`src/rtl/decode_scan_ctrl.sv`:
```
// Sequencer for the dual 2-to-4 decoder stage: sweeps codes 0..3 on bank A,
// bank B, or A then B, holding each code for DWELL cycles. All outputs registered.
module decode_scan_ctrl #(
  parameter int DWELL   = 4,
  parameter int DWELL_W = 8
) (
  input  logic       clk,
  input  logic       rst_n,
  input  logic       start,
  input  logic       stop,
  input  logic [1:0] mode,
  output logic [1:0] x,
  output logic [1:0] y,
  output logic       en1,
  output logic       en2,
  output logic       s,
  output logic       busy,
  output logic       sweep_done
);

  if (DWELL < 1 || DWELL >= (1 << DWELL_W)) begin : g_bad_dwell
    $error("decode_scan_ctrl: DWELL must be in 1..2**DWELL_W-1");
  end

  typedef enum logic [1:0] {
    IDLE  = 2'd0,
    RUN_A = 2'd1,
    RUN_B = 2'd2
  } state_e;

  localparam logic [DWELL_W-1:0] DWELL_LAST = DWELL_W'(DWELL - 1);

  state_e             state_q, state_d;
  logic [1:0]         code_q, code_d;
  logic [DWELL_W-1:0] dwell_q, dwell_d;
  logic [1:0]         mode_q, mode_d;
  logic               sweep_q, sweep_d;
  logic [1:0]         x_q, x_d, y_q, y_d;
  logic               en1_q, en1_d, en2_q, en2_d, s_q, s_d, busy_q, busy_d;

  logic last_dwell;
  assign last_dwell = (dwell_q == DWELL_LAST);

  // NOTE: every variable driven here gets a default first, so no path
  // through the case/if tree can leave it unassigned and infer a latch.
  always_comb begin
    state_d = state_q;
    code_d  = code_q;
    dwell_d = dwell_q;
    mode_d  = mode_q;
    sweep_d = 1'b0;

    if (stop) begin
      state_d = IDLE;
      code_d  = 2'd0;
      dwell_d = '0;
    end else begin
      unique case (state_q)
        IDLE: begin
          if (start) begin
            mode_d  = mode;
            code_d  = 2'd0;
            dwell_d = '0;
            state_d = (mode == 2'b01) ? RUN_B : RUN_A;
          end
        end
        RUN_A, RUN_B: begin
          if (last_dwell) begin
            dwell_d = '0;
            code_d  = code_q + 2'd1;
            if (code_q == 2'd3) begin
              // A->B hand-off continues the same sweep; every other bank end
              // starts a new one.
              if (state_q == RUN_A) begin
                if (mode_q[1]) state_d = RUN_B;
                else           sweep_d = 1'b1;
              end else begin
                if (mode_q[1]) state_d = RUN_A;
                sweep_d = 1'b1;
              end
            end
          end else begin
            dwell_d = dwell_q + 1'b1;
          end
        end
        default: state_d = IDLE;
      endcase
    end

    // Outputs are decoded from the next state so they register on the same edge.
    x_d    = (state_d == RUN_A) ? code_d : 2'd0;
    y_d    = (state_d == RUN_B) ? code_d : 2'd0;
    en1_d  = (state_d == RUN_A);
    en2_d  = (state_d == RUN_B);
    s_d    = (state_d == RUN_B);
    busy_d = (state_d != IDLE);
  end

  // NOTE: sequential state uses non-blocking assignments so all registers
  // update from the same pre-edge values.
  always_ff @(posedge clk or negedge rst_n) begin
    if (!rst_n) begin
      state_q <= IDLE;
      code_q  <= 2'd0;
      dwell_q <= '0;
      mode_q  <= 2'd0;
      sweep_q <= 1'b0;
      x_q     <= 2'd0;
      y_q     <= 2'd0;
      en1_q   <= 1'b0;
      en2_q   <= 1'b0;
      s_q     <= 1'b0;
      busy_q  <= 1'b0;
    end else begin
      state_q <= state_d;
      code_q  <= code_d;
      dwell_q <= dwell_d;
      mode_q  <= mode_d;
      sweep_q <= sweep_d;
      x_q     <= x_d;
      y_q     <= y_d;
      en1_q   <= en1_d;
      en2_q   <= en2_d;
      s_q     <= s_d;
      busy_q  <= busy_d;
    end
  end

  assign x          = x_q;
  assign y          = y_q;
  assign en1        = en1_q;
  assign en2        = en2_q;
  assign s          = s_q;
  assign busy       = busy_q;
  assign sweep_done = sweep_q;

endmodule

```
`config.mk`:
```
export PLATFORM = sky130hd
export DESIGN_NAME = decode_scan_ctrl
export DESIGN_NICKNAME = d
export VERILOG_FILES = /design/src/rtl/decode_scan_ctrl.sv
export SDC_FILE = /design/constraint.sdc
export NUM_CORES = 1
export LEC_CHECK = 0
export ABC_AREA = 1
export CAP_MARGIN = 20
export CORE_ASPECT_RATIO = 0.7
export CORE_MARGIN = 3
export CORE_UTILIZATION = 45
export DETAILED_ROUTE_END_ITERATION = 10
export PLACE_DENSITY = 0.67
export SETUP_SLACK_MARGIN = 0.15
export SYNTH_ARGS = -nofsm -noshare
export SYNTH_HDL_FRONTEND = slang
export SYNTH_SLANG_ARGS = --single-unit
```
`constraint.sdc`:
```
create_clock -name clk -period 1.85 [get_ports clk]
set_clock_uncertainty 0.1 [all_clocks]
set_input_delay 0.185 -clock clk [delete_from_list [all_inputs] [get_ports clk]]
set_output_delay 0.185 -clock clk [all_outputs]
set_load 0.005 [all_outputs]
```
== Word level (Yosys, flattened, before mapping) ==
Index checks and enable logic that the tools add are counted.
Widths: inputs -> output; s select.

* Word-level logic and storage cells: 52
* Latch bits: 0
* Input port bits: 6
* ROM bits: 0
* Output and inout bits: 9
* Flip-flop bits (word level): 22
* Bits in writable memories: 0
* Memories: 0

* Add/sub/neg operators: 2
* $mul: 0
* Mux-type cells: 25
* Divide/modulo/power cells: 0
* Shift-type cells: 0
* Reduce and logical (&&, ||, !) cells: 6
* $lt $le $gt $ge: 0
* Eq/ne operators: 8
* Bitwise logic cells: 1

{| class="wikitable"
|+ Operators with widths
! kind !! count
|-
| $mux 2 || 13
|-
| $mux 8 || 3
|-
| $pmux 8 s2 || 1
|-
| $add 8x1->8 const B || 1
|-
| $eq 8x2->1 const B || 1
|-
| $pmux 2 s2 || 2
|-
| $eq 2x1->1 const B || 3
|-
| $eq 2x2->1 const B || 3
|-
| $mux 1 || 6
|-
| $ne 3x3->1 const B || 1
|-
| $reduce_and 3->1 || 1
|-
| $reduce_bool 3->1 || 1
|-
| $add 2x1->2 const B || 1
|-
| $logic_not 2->1 || 1
|-
| $reduce_and 2->1 || 1
|-
| $reduce_bool 2->1 || 1
|-
| $reduce_or 2->1 || 1
|-
| $not 1->1 || 1
|}

== Logic depth before layout (Yosys ltp) ==
Gate-level depths: netlist of the first run.

* Word-level depth: 8
* Mapped depth: 13
* Gate-level depth less buffers: 13

== Worst setup path after synthesis of the first run ==
No wires, ideal clock.

* Path type: flip-flop to flip-flop
* From: reg state_q[0]
* To: reg dwell_q[6]
* Cell stages (with the launch flop): 12
* Clock period less this slack: 1.670 ns
* Slack: 0.180 ns
* Path buffers: 0
* Setup time: 0.113 ns
* Required time: 1.637 ns
* Arrival: 1.457 ns
* Cells stage by stage: dfrtp_1 -> inv_1 -> ha_1 -> inv_1 -> a21oi_2 -> nor2_4 -> inv_6 -> nand2_4 -> o21ai_2 -> nand2_1 -> nand2_1 -> inv_1

* Longest elaborated chain between the ends: 4
* Elaborated cells between the ends (all ways): 9
* Classes of those cells: eq/ne (3); mux (2); reduce/logical (4)

{| class="wikitable"
|+ RTL lines
! element !! RTL line !! RTL
|-
| from (decl) || 33 || <nowiki>state_e state_q, state_d;</nowiki>
|-
| from (signal assigned) || 115 || <nowiki>state_q <= state_d;</nowiki>
|-
| $eq 2x1->1 / $eq 2x2->1 (equally long branches) || 58 || <nowiki>unique case (state_q)</nowiki>
|-
| $reduce_or 2->1 || 58 ||
|-
| $pmux 8 s2 / $reduce_bool 3->1 (equally long branches) || -- ||
|-
| $mux 8 / $reduce_and 2->1 (equally long branches) || -- ||
|-
| to (signal assigned) || 117 || <nowiki>dwell_q <= dwell_d;</nowiki>
|-
| to (decl) || 35 || <nowiki>logic [DWELL_W-1:0] dwell_q, dwell_d;</nowiki>
|}

Parallel ways exist; a longest one is shown, timed or not.
A chain may end at the register's enable or synchronous reset.

== Worst setup path after layout of the first run ==
Ends and elaborated chain as after synthesis.

==> results_dict.tcl, run 1 <==
set metrics [dict create \
    synth_ff_type "dfrtp_1" \
    worstMarginPinSlew_ps 339 \
    drv_cap 0 \
    ant_nets 0 \
    pwr-share-comb_pct 28.4 \
    crit_type "flop to flop" \
    clk_latency_ps 270 \
    synth_fa_ha_area_share_pct 5.08 \
    cp_max_fo 5 \
    cts_sinks 21 \
    grtUsageTotal_pct 17.6 \
    reg2reg_to "dwell_q[6]" \
    postLayoutCellArea_sq_um 1600 \
    core-area_sq_um 2530 \
    reg2reg_depth 10 \
    post-route-period-util_pct 90.3 \
    r2r_slack_ps 180 \
    die_w_microns 68.5 \
    first_pass_iters 6 \
    grt_pass1_wl_microns 4460 \
    synth_area_leaders "dfrtp_1 (43%), nand2_1 (15%), inv_1 (6.4%), ha_1 (5.1%), nor2_1 (4.3%)" \
    fin_setup_tns_ps 0 \
    nets 202 \
    final_hold_viol_count 0 \
    synth_edf_count 0 \
    synth_top_family_by_area "simple AND/OR/NAND/NOR gates" \
    avgSynthCellArea_sq_um 7.69 \
    clock_path_buffers 2 \
    synthArstFlopShare_pct 100 \
    ys_ff_latch 21 \
    rsz0062_at_grt "yes" \
    power_density_nw_per_um2 702 \
    hp-class "input port to asynchronous set/reset pin" \
    drt_iter0_drc 48 \
    min_period_ps 1670 \
    drc_errors 0 \
    antenna_found_initial 0 \
    cts.reportedPaths.clkPinSlew_ps 80 \
    synthMuxAreaShare_pct 0 \
    port_buffers 14 \
    ctsHoldBuffers 0 \
    wirelength_microns 2780 \
    setup_viol 0 \
    synth_cell_types 23 \
    syn_to_final_growth_pct 30.3 \
    initial_core_util_pct 48.6 \
    io_pins 15 \
    num_antenna_cells 0 \
    ys_seq_area_share_pct 42.7 \
    yosysMostFrequentCell "nand2_1" \
    grt_max_degree 22 \
    rr_startpoint "state_q[0]" \
    synth-compound-area-share_pct 9.55 \
    clkPwrFrac_pct 27.5 \
    die_h_microns 49.8 \
    syn_inst 160 \
    synth-xor-area-share_pct 0 \
    post-dp-hpwl_microns 1990 \
    max-slew-margin-rel_pct 77.3 \
    power.switching_mw 0.353 \
    place_area_sq_um 1420 \
    p_leak_nw 0.802 \
    p_int_mw 0.774 \
    synthTopCellsByCount "nand2_1 (48), dfrtp_1 (21), inv_1 (21)" \
    grt_pass1_vias 980 \
    wire_per_inst_microns 12.4 \
    crit_arrival_ps 1740 \
    cp-end-kind "flop" \
    synth_fp_nets 171 \
    routed_via_density 4.75 \
    status "finished, final reports clean" \
    p_sw_share_pct 31.3 \
    layout-drive-gt1-share_pct 28.4 \
    drv_slew 0 \
    num_vias 1065 \
    ir_worst_vdd_mv 0.494 \
    core.rowCount 15 \
    synth_area_sq_um 1230 \
    critPathRequiredTime_ps 1920 \
    place_congestion 0.806 \
    yosysTopAreaCell "dfrtp_1" \
    gr-total-overflow 0 \
    numCtsBuffers 3 \
    yosys.area_share.simple_pct 33.0 \
    seqPwrFrac_pct 44.1 \
    synth_warnings 0 \
    h-tree-depth 1 \
    die_area_sq_um 3410 \
    synth_top_area_share_pct 42.7 \
    max_freq_mhz 599 \
    cts_tree "done" \
    start_kind "flop" \
    cts_root_buf "clkbuf_8" \
]
worst max-delay path by stage:
stage | end | slack, ps | depth (start not counted) | start
2_1_floorplan | dwell_q[6] | 180 | 11 | state_q[0]
3_3_place_gp | dwell_q[1] | 120 | 8 | state_q[1]
3_5_place_dp | dwell_q[6] | 50 | 11 | state_q[1]
4_1_cts | x[1] | 150 | 13 | state_q[0]
5_1_grt | x[1] | 80 | 13 | state_q[0]
6_report | dwell_q[6] | 180 | 10 | state_q[0]
power by group through the flow:
stage          Sequential (mW)  Clock [mW]  Combinational [mW]
6_report                 0.497       0.310               0.320
5_1_grt                  0.500       0.343               0.351
4_1_cts                  0.493       0.318               0.270
3_5_place_dp             0.503           0               0.242
3_3_place_gp             0.502           0               0.235
2_1_floorplan            0.503           0               0.161
cell type report:
type	instances	area, sq um
fill	223	930
multi-input combinational	110	634
sequential	21	526
timing repair buffer	27	241
inverter	28	111
tap	34	42.5
clock buffer	3	41.3
clock inverter	1	7.51
critical path, cell delays in order, from the launching register on:
cell and delay [ps]:
dfrtp_1 390, inv_2 70, ha_4 270, inv_2 50, a21oi_4 170, nor2_4 80
buf_4 150, o21ai_2 140, nand2_1 60, nand2_1 60, inv_1 40
metal layers:
| metal | GRT usage, % | share of wire [%] | vias to the layer above |
|---|---|---|---|
| li1 | - | - | 557 |
| met1 | 27.4 | 51 | 494 |
| met2 | 23.9 | 44 | 14 |
| met3 | 6.15 | 4.7 | 0 |
| met4 | 1.98 | 0 | 0 |
| met5 | 0 | 0 | - |
cell families after synthesis:
| kind of cell | count (synthesis) |
|---|---|
| buffers and inverters | 29 |
| DFF | 21 |
| and+or+nand+nor | 86 |
| AOI/OAI and AO/OA | 19 |
| adders and majority gates | 5 |
timing repair:
item | in CTS | in global routing
pin swaps | 4 | 11
cloned | 0 | 0
setup endpoints to repair | 9 | 18
setup buffers | 3 | 8
gates resized for setup | 3 | 14
layout by cell type, fill, tap and decap left out, types with 5 or more instances in the layout:
master           netlist  routed
nor2_1                14      12
o21ai_0                7       6
buf_4                  1      12
nor2_2                 4       5
nand3_1                8       8
nand2_1               48      47
a21oi_1                5       5
inv_2                  5      10
dfrtp_1               21      21
clkdlybuf4s50_1        0      14
nand2_2                5       6
inv_1                 21      16
stage by stage:
| stage | instances | utilization (%) | hold slack (ps) | power [mW] | setup slack [ps] |
|---|---|---|---|---|---|
| 6_report | 224 | 63.3 | 154 | 1.13 | 179 |
| 5_1_grt | 224 | 63.3 | 182 | 1.19 | 79.7 |
| 4_1_cts | 216 | 59.7 | 163 | 1.08 | 152 |
| 3_5_place_dp | 209 | 56.1 | 414 | 0.745 | 46.2 |
| 3_3_place_gp | 209 | 56.1 | 404 | 0.736 | 122 |
| 2_1_floorplan | 160 | - | -211 | 0.664 | 180 |
flip-flops by register name, indices dropped and copies added (netlist names):
register and flops:
y 2, dwell_q 8, x 2, code_q 2
sweep_done 1, busy 1, state_q 2, mode_q 1
s 1, en1 1
(Power assumes the default switching activity.)
==> inputs of run 2 (changes only) <==
CELL_PAD_IN_SITES_DETAIL_PLACEMENT = 1   (was unset)
CELL_PAD_IN_SITES_GLOBAL_PLACEMENT = 1   (was unset)
CORE_UTILIZATION = 40   (was 45)
PLACE_DENSITY = unset   (was 0.67)
PLACE_DENSITY_LB_ADDON = 0.1   (was unset)
==> results_dict.tcl, run 2 (synthesized netlist as in run 1, its figures left out) <==
set metrics [dict create \
    status "finished, final reports clean" \
    reg2reg_to "dwell_q[4]" \
    p_leak_nw 0.848 \
    port_buffers 14 \
    first_pass_iters 4 \
    h-tree-depth 1 \
    cp_slowest_cell "dfrtp_2" \
    wirelength_microns 3900 \
    power_density_nw_per_um2 710 \
    num_vias 1142 \
    grtUsageTotal_pct 20.4 \
    grt_max_degree 22 \
    ant_nets 0 \
    antenna_found_initial 0 \
    ir_worst_vdd_mv 0.378 \
    cpMostUsedCell "buf_4" \
    num_antenna_cells 0 \
    place_congestion 0.773 \
    drv_cap 0 \
    critPathRequiredTime_ps 1950 \
    worstMarginPinSlew_ps 428 \
    grtUsageMet1_pct 27.5 \
    critical_path_depth 10 \
    setup_viol 0 \
    max_freq_mhz 573 \
    cts.reportedPaths.clkPinSlew_ps 80 \
    layout-drive-gt1-share_pct 33.5 \
    drv_slew 0 \
    r2r_slack_ps 100 \
    grt_pass1_wl_microns 5800 \
    cp_num_buf_inv 5 \
    cts_sinks 21 \
    reg2reg_depth 10 \
    clock_path_buffers 2 \
    cpLargestDelayFamily "buffers and inverters" \
    start_kind "flop" \
    grt_util_met3_pct 5.17 \
    top_usage_layer "met2" \
    max-slew-margin-rel_pct 71.3 \
    final_util_pct 58.9 \
    io_pins 15 \
    numCtsBuffers 3 \
    nets 206 \
    critPathMaxStageDelay_ps 450 \
    gr-total-overflow 0 \
    rsz0062_at_grt "yes" \
    syn_to_final_growth_pct 37.0 \
    crit_arrival_ps 1840 \
    die_area_sq_um 3790 \
    endpoint "dwell_q[4]" \
    met2_usage_pct 32.8 \
    largest_reg_flops 8 \
    core.rowCount 16 \
    cp_max_fo 4 \
    crit_chain "inv_2 > ha_4 > inv_4 > buf_4 > a21oi_4 > nor2_4 > buf_4 > clkinv_2 > nand4_1 > a21oi_1" \
    drt_iter0_drc 41 \
    post-dp-hpwl_microns 2480 \
    final_common_cell "nand2_1" \
    crit_type "flop to flop" \
    cts_tree "done" \
    crit_start "state_q[0]" \
    routed_via_density 4.97 \
    post-route-period-util_pct 94.4 \
    ctsHoldBuffers 0 \
    fin_setup_tns_ps 0 \
    die_w_microns 72.3 \
    core-area_sq_um 2860 \
    cts_root_buf "clkbuf_8" \
    p_total_mw 1.20 \
    drc_errors 0 \
    hp-class "input port to asynchronous set/reset pin" \
    top_register "dwell_q" \
    die_h_microns 52.4 \
    clk_latency_ps 270 \
    initial_core_util_pct 43.0 \
    wire_per_inst_microns 17.0 \
    final_hold_viol_count 0 \
    rr_startpoint "state_q[0]" \
    grt_pass1_vias 1191 \
    cp-end-kind "flop" \
    most-common-layout-cells "nand2_1 (45), dfrtp_1 (18), inv_1 (17)" \
    min_period_ps 1750 \
]
run 2: worst reg2reg max path: stages, from the launching register on:
cell      delay (ps)
dfrtp_2          450
inv_2             90
ha_4             140
inv_4             40
buf_4            130
a21oi_4          180
nor2_4            80
buf_4            150
clkinv_2          70
nand4_1          100
a21oi_1          150
run 2: final cells by class:
class / instances / area, sq um
timing repair buffer: 30 / 260
multi-input combinational: 110 / 684
inverter: 28 / 114
tap: 36 / 45.0
sequential: 21 / 529
clock buffer: 3 / 41.3
timing repair inverter: 1 / 5.00
clock inverter: 1 / 7.51
fill: 340 / 1180
run 2: repair_timing:
| item | CTS | global route |
|---|---|---|
| resized for setup | 6 | 25 |
| setup buffers | 4 | 10 |
| setup endpoints to repair | 10 | 18 |
| cloned | 0 | 1 |
| pin swaps | 2 | 10 |
run 2: how the worst min path moves through the flow:
| stage | depth (start not counted) | slack (ps) | to |
|---|---|---|---|
| final | 2 | 150 | sweep_done |
| after global routing | 2 | 170 | busy |
| after CTS | 2 | 170 | sweep_done |
| after detailed placement | 2 | 450 | mode_q[1] |
| after global placement | 2 | 400 | dwell_q[1] |
| after floorplan | 0 | -210 | busy |
run 2: power breakdown:
| part | total, mW | leakage [nW] | internal, mW | switching [mW] |
|---|---|---|---|---|
| Clock | 0.325 | 0.0217 | 0.153 | 0.172 |
| Sequential | 0.503 | 0.284 | 0.481 | 0.0213 |
| Combinational | 0.369 | 0.542 | 0.158 | 0.212 |
run 2: routing by layer:
layer / vias up / wire length, microns / share of wire (%)
met4: 0 / 23 / 0.59
met5: - / 0 / 0
met2: 14 / 2010 / 52
met1: 560 / 1760 / 45
met3: 5 / 104 / 2.7
li1: 563 / - / -
run 2: through the flow:
| stage | hold slack (ps) | std cells | cell area [sq um] | setup WS (ps) |
|---|---|---|---|---|
| 2_1_floorplan | -211 | 160 | 1230 | 180 |
| 3_3_place_gp | 404 | 211 | 1420 | 87.7 |
| 3_5_place_dp | 448 | 211 | 1420 | 0.560 |
| 4_1_cts | 166 | 219 | 1520 | 152 |
| 5_1_grt | 166 | 230 | 1690 | 18.5 |
| 6_report | 150 | 230 | 1690 | 104 |
